<file path="src/rtl/gelu_lut_loader.sv">
// gelu_lut_loader: streams framed GELU LUT contents (header, 256 data, checksum) into
// a layered LUT BRAM and tracks per-layer "loaded and verified" flags.
`default_nettype none

module gelu_lut_loader #(
  parameter int NUM_LAYERS     = 4,
  parameter int DEPTH          = 256,
  parameter int TIMEOUT_CYCLES = 1024
) (
  input  logic                  clk_i,
  input  logic                  rst_i,
  input  logic [7:0]            s_data_i,
  input  logic                  s_valid_i,
  output logic                  s_ready_o,
  output logic                  wr_en_o,
  output logic [9:0]            wr_addr_o,
  output logic [7:0]            wr_data_o,
  output logic                  busy_o,
  output logic                  done_o,
  output logic                  err_o,
  output logic [NUM_LAYERS-1:0] lut_valid_o
);

  localparam int LAYER_W = 2;
  localparam int IDX_W   = $clog2(DEPTH);
  localparam int IDLE_W  = $clog2(TIMEOUT_CYCLES + 1);
  localparam logic [5:0] HDR_TAG = 6'b101000;

  localparam logic [1:0] ST_IDLE  = 2'd0;
  localparam logic [1:0] ST_DATA  = 2'd1;
  localparam logic [1:0] ST_CKSUM = 2'd2;

  logic [1:0]            state;
  logic [1:0]            state_nxt;
  logic [LAYER_W-1:0]    layer;
  logic [IDX_W-1:0]      index;
  logic [7:0]            sum;
  logic [IDLE_W-1:0]     idle_cnt;
  logic                  accept;
  logic                  hdr_ok;
  logic                  timeout;
  logic                  last_idx;

  // Ready is held low only while reset is applied.
  assign s_ready_o = ~rst_i;
  assign accept    = s_valid_i & s_ready_o;
  assign hdr_ok    = (s_data_i[7:2] == HDR_TAG);
  assign last_idx  = (index == IDX_W'(DEPTH - 1));
  assign timeout   = (state != ST_IDLE) && !accept &&
                     (idle_cnt == IDLE_W'(TIMEOUT_CYCLES - 1));

  always_ff @(posedge clk_i) begin
    if (rst_i) begin
      state <= ST_IDLE;
    end else begin
      state <= state_nxt;
    end
  end

  always_comb begin
    state_nxt = state;
    case (state)
      ST_IDLE:  if (accept && hdr_ok) state_nxt = ST_DATA;
      ST_DATA: begin
        if (accept && last_idx) state_nxt = ST_CKSUM;
        else if (timeout)       state_nxt = ST_IDLE;
      end
      ST_CKSUM: if (accept || timeout) state_nxt = ST_IDLE;
      default:  state_nxt = ST_IDLE;
    endcase
  end

  always_comb begin
    busy_o = (state != ST_IDLE);
  end

  always_ff @(posedge clk_i) begin
    if (rst_i) begin
      layer       <= '0;
      index       <= '0;
      sum         <= '0;
      idle_cnt    <= '0;
      wr_en_o     <= 1'b0;
      wr_addr_o   <= '0;
      wr_data_o   <= '0;
      done_o      <= 1'b0;
      err_o       <= 1'b0;
      lut_valid_o <= '0;
    end else begin
      wr_en_o <= 1'b0;
      done_o  <= 1'b0;
      err_o   <= 1'b0;

      if (state == ST_IDLE || accept || timeout) idle_cnt <= '0;
      else                                        idle_cnt <= idle_cnt + 1'b1;

      case (state)
        ST_IDLE: begin
          if (accept) begin
            if (hdr_ok) begin
              layer                        <= s_data_i[LAYER_W-1:0];
              index                        <= '0;
              sum                          <= '0;
              lut_valid_o[s_data_i[1:0]]   <= 1'b0;
            end else begin
              err_o <= 1'b1;
            end
          end
        end
        ST_DATA: begin
          if (accept) begin
            wr_en_o   <= 1'b1;
            wr_addr_o <= {layer, index};
            wr_data_o <= s_data_i;
            index     <= index + 1'b1;
            sum       <= sum + s_data_i;
          end else if (timeout) begin
            err_o <= 1'b1;
          end
        end
        ST_CKSUM: begin
          if (accept) begin
            if (s_data_i == sum) begin
              done_o             <= 1'b1;
              lut_valid_o[layer] <= 1'b1;
            end else begin
              err_o <= 1'b1;
            end
          end else if (timeout) begin
            err_o <= 1'b1;
          end
        end
        default: ;
      endcase
    end
  end

endmodule

`default_nettype wire

</file>
<file path="config.mk">
export PLATFORM = sky130hd
export DESIGN_NAME = gelu_lut_loader
export DESIGN_NICKNAME = d
export VERILOG_FILES = /design/src/rtl/gelu_lut_loader.sv
export SDC_FILE = /design/constraint.sdc
export NUM_CORES = 1
export LEC_CHECK = 0
export CAP_MARGIN = 40
export CORE_UTILIZATION = 45
export DETAILED_ROUTE_END_ITERATION = 16
export PLACE_DENSITY = 0.68
export SYNTH_ARGS = -nofsm -noshare
export SYNTH_HDL_FRONTEND = slang
export SYNTH_SLANG_ARGS = --single-unit
</file>
<file path="constraint.sdc">
create_clock -name clk_i -period 2.46 [get_ports clk_i]
set_clock_uncertainty 0.1 [all_clocks]
set_input_delay 0.492 -clock clk_i [delete_from_list [all_inputs] [get_ports clk_i]]
set_output_delay 0.492 -clock clk_i [all_outputs]
set_load 0.02 [all_outputs]
</file>
After elaboration in Yosys (flattened, before gate mapping)
Cells that the tools add are included.
{"block": "totals", "output_inout_bits": 27, "inputBits": 11, "register_bits": 56, "word_cells": 91}
{"block": "op_classes", "bitwise_logic": 8, "order_cmp": 4, "n_eq_ne": 14, "addsub": 3, "reduce_logical": 22, "muxes": 29}
{"op": "$mux 8", "count": 4}
{"op": "$pmux 8 s2", "count": 2}
{"op": "$mux 4", "count": 4}
{"op": "$ne 2x2->1 const B", "count": 7}
{"op": "$add 11x1->11 const B", "count": 1}
{"op": "$eq 11x10->1 const B", "count": 1}
{"op": "$mux 1", "count": 10}
{"op": "$add 8x1->8 const B", "count": 1}
{"op": "$add 8x8->8", "count": 1}
{"op": "$eq 8x8->1", "count": 1}
{"op": "$eq 8x8->1 const B", "count": 1}
{"op": "$mux 2", "count": 4}
{"op": "$pmux 4 s2", "count": 1}
{"op": "$eq 6x6->1 const B", "count": 1}
{"op": "$logic_and 1x1->1", "count": 6}
{"op": "$lt 2x3->1 const B", "count": 2}
{"op": "$pmux 2 s3", "count": 1}
{"op": "$reduce_and 3->1", "count": 2}
{"op": "$reduce_bool 2->1", "count": 3}
{"op": "$reduce_and 5->1", "count": 1}
{"op": "$and 4x4->4", "count": 1}
{"op": "$demux 1 s2", "count": 2}
{"op": "$ge 2x1->1 const B", "count": 2}
{"op": "$not 1->1", "count": 4}
{"op": "14 further kinds", "count": 17}

Logic depth before layout (Yosys ltp)
Gate-level depths: netlist (run 1).
{"block": "depth", "depth_word": 9, "depth_mapped": 8, "ltp_nobuf": 7}

Worst setup path before layout (run 1)
OpenSTA, ideal clock, no wires.
{"block": "synth_path", "kind": "input-to-reg", "startpoint": "input s_data_i[0]", "endpoint": "register sum[6]", "path_buffers": 0, "path_slack_ns": 0.463, "required_ns": 2.237, "t_arrival_ns": 1.775, "stages": 7, "setup_time_ns": 0.123, "path_cell_list": "ha_1 > fa_1 > a21o_1 > a21oi_1 > o21ai_0 > xnor2_1 > o21ai_0"}
{"block": "synth_between", "elab_chain_cells": 3}
{"element": "from (decl)", "line": "12", "text": "input logic [7:0] s_data_i,"}
{"element": "$add 8x8->8", "line": "116", "text": "sum <= sum + s_data_i;"}
{"element": "$mux 8", "line": "111", "text": "if (accept) begin"}
{"element": "$pmux 8 s2", "line": "97", "text": "case (state)"}
{"element": "to (signal assigned)", "line": "116"}
{"element": "to (decl)", "line": "37", "text": "logic [7:0] sum;"}
Every way passes these cells. The select of a mux whose other input is x is not followed.
A chain may end at the register's enable or synchronous reset.

Worst setup path in the final report (run 1)
{"block": "layout_path", "startpoint": "input rst_i", "endpoint": "output s_ready_o"}
{"block": "layout_between", "elab_chain_cells": 1}
{"element": "from (decl)", "line": "11", "text": "input logic rst_i,"}
{"element": "$not 1->1", "line": "45", "text": "assign s_ready_o = ~rst_i;"}
{"element": "to (decl)", "line": "14", "text": "output logic s_ready_o,"}
Every way passes these cells.

==> results of run 1 <==
[timing repair]
item | CTS | global route
gates resized for setup | 0 | 1
setup buffers | 0 | 0
setup endpoints to repair | 0 | 3
[cells in the final DEF (no fill, tap or decap), types with 2 or more instances in the layout]
cell type / n
sky130_fd_sc_hd__a31oi_1: 2
sky130_fd_sc_hd__nor3b_1: 2
sky130_fd_sc_hd__buf_4: 24
sky130_fd_sc_hd__a21oi_1: 16
sky130_fd_sc_hd__o21ai_0: 23
sky130_fd_sc_hd__and3_1: 2
sky130_fd_sc_hd__nand2b_1: 3
sky130_fd_sc_hd__clkinv_2: 2
sky130_fd_sc_hd__nor4_2: 4
sky130_fd_sc_hd__and2b_1: 2
sky130_fd_sc_hd__nor2_1: 29
sky130_fd_sc_hd__xnor2_1: 13
sky130_fd_sc_hd__clkbuf_8: 5
sky130_fd_sc_hd__inv_1: 8
sky130_fd_sc_hd__nand2_1: 55
sky130_fd_sc_hd__xor2_1: 7
sky130_fd_sc_hd__dfxtp_1: 56
sky130_fd_sc_hd__a211oi_1: 2
sky130_fd_sc_hd__nand3_1: 19
sky130_fd_sc_hd__ha_1: 9
sky130_fd_sc_hd__nor3_1: 10
sky130_fd_sc_hd__nand4_1: 3
sky130_fd_sc_hd__clkdlybuf4s50_1: 37
sky130_fd_sc_hd__and4_1: 2
sky130_fd_sc_hd__a21o_1: 2
sky130_fd_sc_hd__mux2i_1: 3
[metal layers]
layer / track usage, % / vias to the layer above / routed length (um)
li1: - / 1165 / -
met1: 28.1 / 1005 / 2740
met2: 28.1 / 68 / 2380
met3: 4.24 / 6 / 354
met4: 5.28 / 0 / 55
met5: 0 / - / 0
[state kept, by name, summed over array words and instances (netlist names)]
signal,count
idle_cnt,11
wr_addr_o,10
index,8
sum,8
wr_data_o,8
lut_valid_o,4
layer,2
state,2
done_o,1
err_o,1
wr_en_o,1
[worst max path at each step]
stage | from | endpoint | slack [ps] | cells after the start
after global placement | s_data_i[1] | err_o$_SDFF_PP0_ | -100 | 7
after floorplan | s_data_i[0] | sum[6]$_SDFFE_PP0P_ | 460 | 7
final | rst_i | s_ready_o | 130 | 3
after detailed placement | s_data_i[1] | lut_valid_o[2]$_SDFFE_PP0P_ | -180 | 7
after global routing | s_data_i[5] | lut_valid_o[2]$_SDFFE_PP0P_ | 40 | 7
after CTS | rst_i | s_ready_o | 120 | 3
[worst min-delay path, delay by kind of cell (launching register included)]
family	cells	cell delay (ps)
and+or+nand+nor	1	50
AOI/OAI and AO/OA	1	60
DFF	1	320
[final cells by class]
class | count | share of cell area (%)
repair buffers | 61 | 16.9
inverters | 8 | 0.922
clock buffers | 5 | 2.11
multi-input cells | 229 | 42.3
flip-flops and latches | 56 | 34.4
well taps | 72 | 2.77
clock inverters | 3 | 0.576
[power breakdown]
group	internal, mW	switching [mW]	leakage [nW]	total [mW]
logic	0.0517	0.0579	0.687	0.110
registers	0.908	0.000958	0.451	0.909
clock network	0.199	0.300	0.0479	0.499
[cells by family after synthesis]
logic type	after synthesis	share of synthesized area (%)
buffers and inverters	18	3.16
multiplexers	3	1.17
flip-flops	56	43.6
AND/OR/NAND/NOR	142	27.1
XOR/XNOR	20	6.81
AO/OA/AOI/OAI	54	13.0
adder cells (fa/ha/maj)	10	5.16
==> impl_summary.txt, run 1 <==
----------------------------------------------------
[Die]
  Die area ... roughly 6000 um2
  Floorplan core area ... roughly 5500 um2
  Starting density of the core ... 46.7%
  Row count ... 27
  Io pins ... 38
  Horiz. Die Dim ... a little under 80 um
  Vertical extent of the die ... between 70 and 80 um

[Critical path]
  Setup crit start kind ... primary input
  Worst reg-to-reg setup slack ... just under 500 ps
  End of the worst register-to-register path ... sum[6]$_SDFFE_PP0P_
  Critical Path Slowest Stage Cell ... sky130_fd_sc_hd__clkdlybuf4s50_1
  Library cell appearing most often on the critical path ... sky130_fd_sc_hd__clkdlybuf4s50_1
  CP arrival ... ~1700 ps
  Buffering stage count on the worst path with inverters included ... 3
  Crit end category ... output port
  Type of the worst setup path ... in -> out
  Worst path cell trace ... clkdlybuf4s50_1 > inv_1 > clkdlybuf4s50_1
  Worst EP required ... about 1900 ps
  Startpoint of the most critical register-to-register path ... sum[0]$_SDFFE_PP0P_
  Maximum single-stage delay on the critical path ... between 600 and 700 ps
  Kind of cell adding the most delay to the critical path ... buffers and inverters
  FF-to-FF path depth ... 7
  Largest fanout of any net on the critical path ... 5

[Routing]
  Number of design-rule violations left by the first detailed-router iteration ... approximately 150
  Post-detailed-route count of antenna-violating nets ... 0
  Routed via count divided by cell count ... between 5 and 6
  Residual DRC count ... 0
  Number of detailed-routing iterations run before antenna repair ... 5
  Final Routed Wirelength ... 5.53 mm
  Via count of the routed design ... between 2k and 2.5k
  Wire length per cell ... ~13 um

[Synth]
  Share of synthesized area occupied by flip-flops and latches ... between 40% and 50%
  Mean cell area of the mapped netlist ... around 8.5 um2
  Main area contributors after synthesis ... sky130_fd_sc_hd__dfxtp_1, sky130_fd_sc_hd__nand2_1, sky130_fd_sc_hd__o21ai_0
  Net Count, Synth ... 324
  Number of distinct standard cells referenced by the synthesized netlist ... 46
  Most numerous cell types in the synthesized netlist ... sky130_fd_sc_hd__dfxtp_1, sky130_fd_sc_hd__nand2_1, sky130_fd_sc_hd__nor2_1
  Total number of yosys warnings ... 0
  Fraction of synthesized cell area taken by the top area cell type ... between 40% and 50%
  Count of state elements after synthesis ... 56
  Leading area contributor after synthesis ... sky130_fd_sc_hd__dfxtp_1
  Library cell with the highest instance count after synthesis ... sky130_fd_sc_hd__dfxtp_1
  Synth Instances ... 303
  Number of enable flip-flop cells after synthesis ... 0
  Fraction of registers with async set/reset ... 0%
  Commonest register cell after synthesis ... sky130_fd_sc_hd__dfxtp_1
  Post-synthesis cell area ... roughly 2600 um2

[Cells and area]
  Finished layout cell area ... 3260 um2
  Fin util ... 59.1%
  Post-layout net count ... 382
  Combined area of the multi-input logic cells ... 1380 um2
  Post-layout instance count excluding filler cells ... 434
  Area used by sequential logic in the layout ... 1120 um2
  Number of filler cells placed in the layout ... ~510
  Share of post-route cells with drive strength above 1 ... approximately an eighth
  Diode count ... 0
  Area delta synth->final ... 26.6%

[STA]
  Hold violation count in the final report ... 0
  Ratio of final minimum period to clock period ... a little over nine tenths
  Final-layout setup total negative slack ... 0 ps
  Fin crit period ... ~2300 ps
  Fmax ... about 430 MHz
  Minimum hold slack ... roughly 360 ps
  Setup WS post-layout ... around 130 ps
  Slew at the pin closest to its max-slew limit ... 411 ps
  Final Max Slew Viols ... 0
  Setup violation total in the final timing report ... 0
  Worst rel slew slack ... 72.2%
  RSZ-0062 raised after global routing ... false

[Power and ir drop]
  Static Leak ... between 1 and 1.5 nW
  Total power of the final layout ... approximately 1.5 mW
  Worst IR Drop VDD ... about 0.28 mV
  Power per standard cell area ... between 400 and 500 nW/um2

[GRT]
  Total global routing overflow ... 0
  Via count of the first global-routing pass ... roughly 1.9k
  Wire length of the first global-routing pass ... about 9.2 mm
  GR Util All Layers ... just under 20%
  Maximum number of pins on one net before global-route repair ... 30
  Number of antenna violations at the first check in global routing ... 0

[Clock tree]
  Clk Latency, worst-skew pair ... approximately 310 ps
  Num Clock Sinks ... 56
  CTS Root Buffer Type ... sky130_fd_sc_hd__clkbuf_8
  Depth of the CTS H-tree ... 2
  Buffer depth of the longest clock path ... 2
  Number of hold buffers added after cts ... 0
  Clock transition time at the flip-flop clock pins of the worst setup and hold paths ... about 90 ps
  CTS tree ... built
  TritonCTS buffer count ... 5

[Placement]
  Gpl congestion ... 0.847
  Standard cell area after detailed placement ... 3160 um2
  Port buffer count ... 37
  Pre-CTS worst setup slack ... -184 ps
  Total half-perimeter wirelength after legalization and detailed placement ... between 4 and 5 mm
  Placed Cells ... 426

[Worst hold path]
  Hold wc startpoint ... wr_data_o[2]$_SDFFE_PP0P_
  Hold-critical path depth ... 2
  Path category of the worst min-delay check ... reg -> reg
  End point of the worst hold path ... wr_data_o[2]$_SDFFE_PP0P_

[Flow run]
  Number of maximum-capacitance constraint violations ... 0

[Outcome]
  Status ... finished clean

----------------------------------------------------
No activity file was read; power rests on OpenSTA's default activity.
==> inputs of run 2 (changes only) <==
CORE_MARGIN = 2   (was not set)
SKIP_LAST_GASP = 1   (was not set)
==> run 2 against run 1 <==
Effect of this change:
- maximum frequency is 0.90% higher
- clock power is 7.0% higher
- non-clock buffer count is 1 higher
- critical path depth stayed put
- die area is 5.2% higher
- cell count is 0.23% higher
- sequential power hardly changed
- total power is 2.2% higher
- via count is 0.76% higher
- count of clock-buffer cells in the layout is 1 higher
- worst setup slack better by 21 ps
- critical path type unchanged
- largest cell class unchanged
==> impl_summary.txt, run 2 (same netlist as run 1, synthesis figures left out) <==
----------------------------------------------------
[Routing]
  Routed via count divided by cell count ... just over 5
  Number of detailed-routing iterations run before antenna repair ... 4
  Residual DRC count ... 0
  Final Routed Wirelength ... between 5 and 6 mm
  Number of design-rule violations left by the first detailed-router iteration ... 95
  Wire length per cell ... between 10 and 15 um
  Via count of the routed design ... 2,261
  Post-detailed-route count of antenna-violating nets ... 0

[Die]
  Vertical extent of the die ... about 80 um
  Floorplan core area ... approximately 5500 um2
  Die area ... approximately 6300 um2
  Horiz. Die Dim ... between 70 and 80 um
  Starting density of the core ... between 40% and 50%
  Row count ... 27
  Io pins ... 38

[Critical path]
  Type of the worst setup path ... in -> out
  Setup crit start kind ... primary input
  Kind of cell adding the most delay to the critical path ... buffers and inverters
  Library cell appearing most often on the critical path ... sky130_fd_sc_hd__clkdlybuf4s50_1
  CP arrival ... 1720 ps
  Critical Path Slowest Stage Cell ... sky130_fd_sc_hd__clkdlybuf4s50_1
  Buffering stage count on the worst path with inverters included ... 3
  Worst path cell trace ... clkdlybuf4s50_1 > inv_1 > clkdlybuf4s50_1
  Maximum single-stage delay on the critical path ... around 620 ps
  Crit end category ... output port
  Largest fanout of any net on the critical path ... 4
  Worst EP required ... about 1900 ps

[STA]
  Fin crit period ... around 2300 ps
  Final Max Slew Viols ... 0
  Ratio of final minimum period to clock period ... 94.0%
  Worst rel slew slack ... approximately 73%
  Slew at the pin closest to its max-slew limit ... slightly above 400 ps
  Setup violation total in the final timing report ... 0
  Minimum hold slack ... between 300 and 400 ps
  Final-layout setup total negative slack ... 0 ps
  Hold violation count in the final report ... 0
  Fmax ... 432 MHz
  RSZ-0062 raised after global routing ... false

[Power and ir drop]
  Share of power burned in the clock network ... 34.4%
  Worst IR Drop VDD ... 0.269 mV
  Gate power share ... 7.0%
  Internal power of the cells ... roughly 1.2 mW
  Power dissipated by switching net loads ... 0.361 mW
  Static Leak ... around 1.2 nW
  Total power of the final layout ... roughly 1.6 mW
  Power per standard cell area ... about 480 nW/um2
  Sequential fraction of design power ... 58.6%
  Switching part of the total ... about a quarter

[Outcome]
  Status ... finished clean

[Clock tree]
  Buffer depth of the longest clock path ... 2
  Number of gates resized after CTS ... 0
  Depth of the CTS H-tree ... 2
  CTS Root Buffer Type ... sky130_fd_sc_hd__clkbuf_8
  Clk Latency, worst-skew pair ... 310 ps
  CTS tree ... built
  Num Clock Sinks ... 56
  Clock transition time at the flip-flop clock pins of the worst setup and hold paths ... approximately 100 ps
  Number of hold buffers added after cts ... 0
  TritonCTS buffer count ... 5
  Post CTS Setup Buffer Count ... 0

[Cells and area]
  Post-layout net count ... around 380
  Fin util ... between 50% and 60%
  Commonest cells after routing, fill and taps aside ... sky130_fd_sc_hd__dfxtp_1, sky130_fd_sc_hd__nand2_1, sky130_fd_sc_hd__clkdlybuf4s50_1
  Registers with the highest flip-flop counts ... idle_cnt (11), wr_addr_o (10)
  Largest register FFs ... 11
  Number of filler cells placed in the layout ... between 500 and 600
  Diode count ... 0
  Share of post-route cells with drive strength above 1 ... 12.1%
  Most flop-heavy register ... idle_cnt
  Area delta synth->final ... 26.9%
  Most frequent standard cell in the layout excluding fill and tap cells ... sky130_fd_sc_hd__dfxtp_1

[Worst hold path]
  Path category of the worst min-delay check ... reg -> reg

[GRT]
  Via count of the first global-routing pass ... 2,088
  Number of antenna violations at the first check in global routing ... 0
  Maximum number of pins on one net before global-route repair ... 27
  GR Util All Layers ... a little under a fifth
  Total global routing overflow ... 0
  Wire length of the first global-routing pass ... between 9 and 10 mm

[Placement]
  Gpl congestion ... about 0.84
  Port buffer count ... 37
  Total half-perimeter wirelength after legalization and detailed placement ... roughly 4.2 mm

[Flow run]
  Number of maximum-capacitance constraint violations ... 0

----------------------------------------------------
-- run 2: cell types whose count changed in the layout (fill, tap and decap cells not counted), sizes merged --
cell,previous run,this run
clkbuf,5,6
buf,24,25
inv,8,9
clkinv,3,1
-- run 2: final timing paths --
check / startpoint / endpoint / slack (ps) / cells past startpoint
worst max-delay path: rst_i / s_ready_o / 150 / 3
worst min-delay path: sum[3]$_SDFFE_PP0P_ / sum[3]$_SDFFE_PP0P_ / 360 / 2
worst max register to register: sum[1]$_SDFFE_PP0P_ / lut_valid_o[2]$_SDFFE_PP0P_ / 470 / 6
worst min register to register: sum[3]$_SDFFE_PP0P_ / sum[3]$_SDFFE_PP0P_ / 360 / 2
-- run 2: per-layer routing --
layer  share of wire (%)  GRT usage [%]  wire, um  vias to the layer above
met5                   0              0         0                        -
met4                 1.1           5.69        63                        0
met3                 5.0           3.85       280                        6
met2                  43           28.6      2420                       60
met1                  51           27.1      2870                     1028
li1                    -              -         -                     1167
-- run 2: metrics by stage --
stage	worst slack, ps	std cells	instance area (um2)
finish	147	435	3270
detailed placement	-146	427	3170
floorplan	463	303	2570
global route	27.6	435	3270
CTS	135	435	3270
global placement	-95.7	427	3170
-- run 2: power by group through the flow --
stage / sequential, mW / combinational (mW) / clock, mW
floorplan: 0.931 / 0.0451 / 0
finish: 0.909 / 0.109 / 0.534
CTS: 0.909 / 0.109 / 0.551
global placement: 0.930 / 0.108 / 0
detailed placement: 0.930 / 0.108 / 0
global route: 0.909 / 0.117 / 0.592
-- run 2: layout make-up --
class	instances	area, um2	share of cell area [%]
Timing Repair Buffer	62	558	17.1
Tap cell	72	90.1	2.76
Clock inverter	2	13.8	0.421
Multi-Input combinational cell	229	1370	42.0
Sequential cell	56	1120	34.3
Clock buffer	6	82.6	2.53
Inverter	8	30.0	0.920
-- run 2: tightest hold or removal path: stages (launching register included) --
cell and delay, ps:
sky130_fd_sc_hd__dfxtp_1 320, sky130_fd_sc_hd__nand2_1 50, sky130_fd_sc_hd__a21oi_1 50
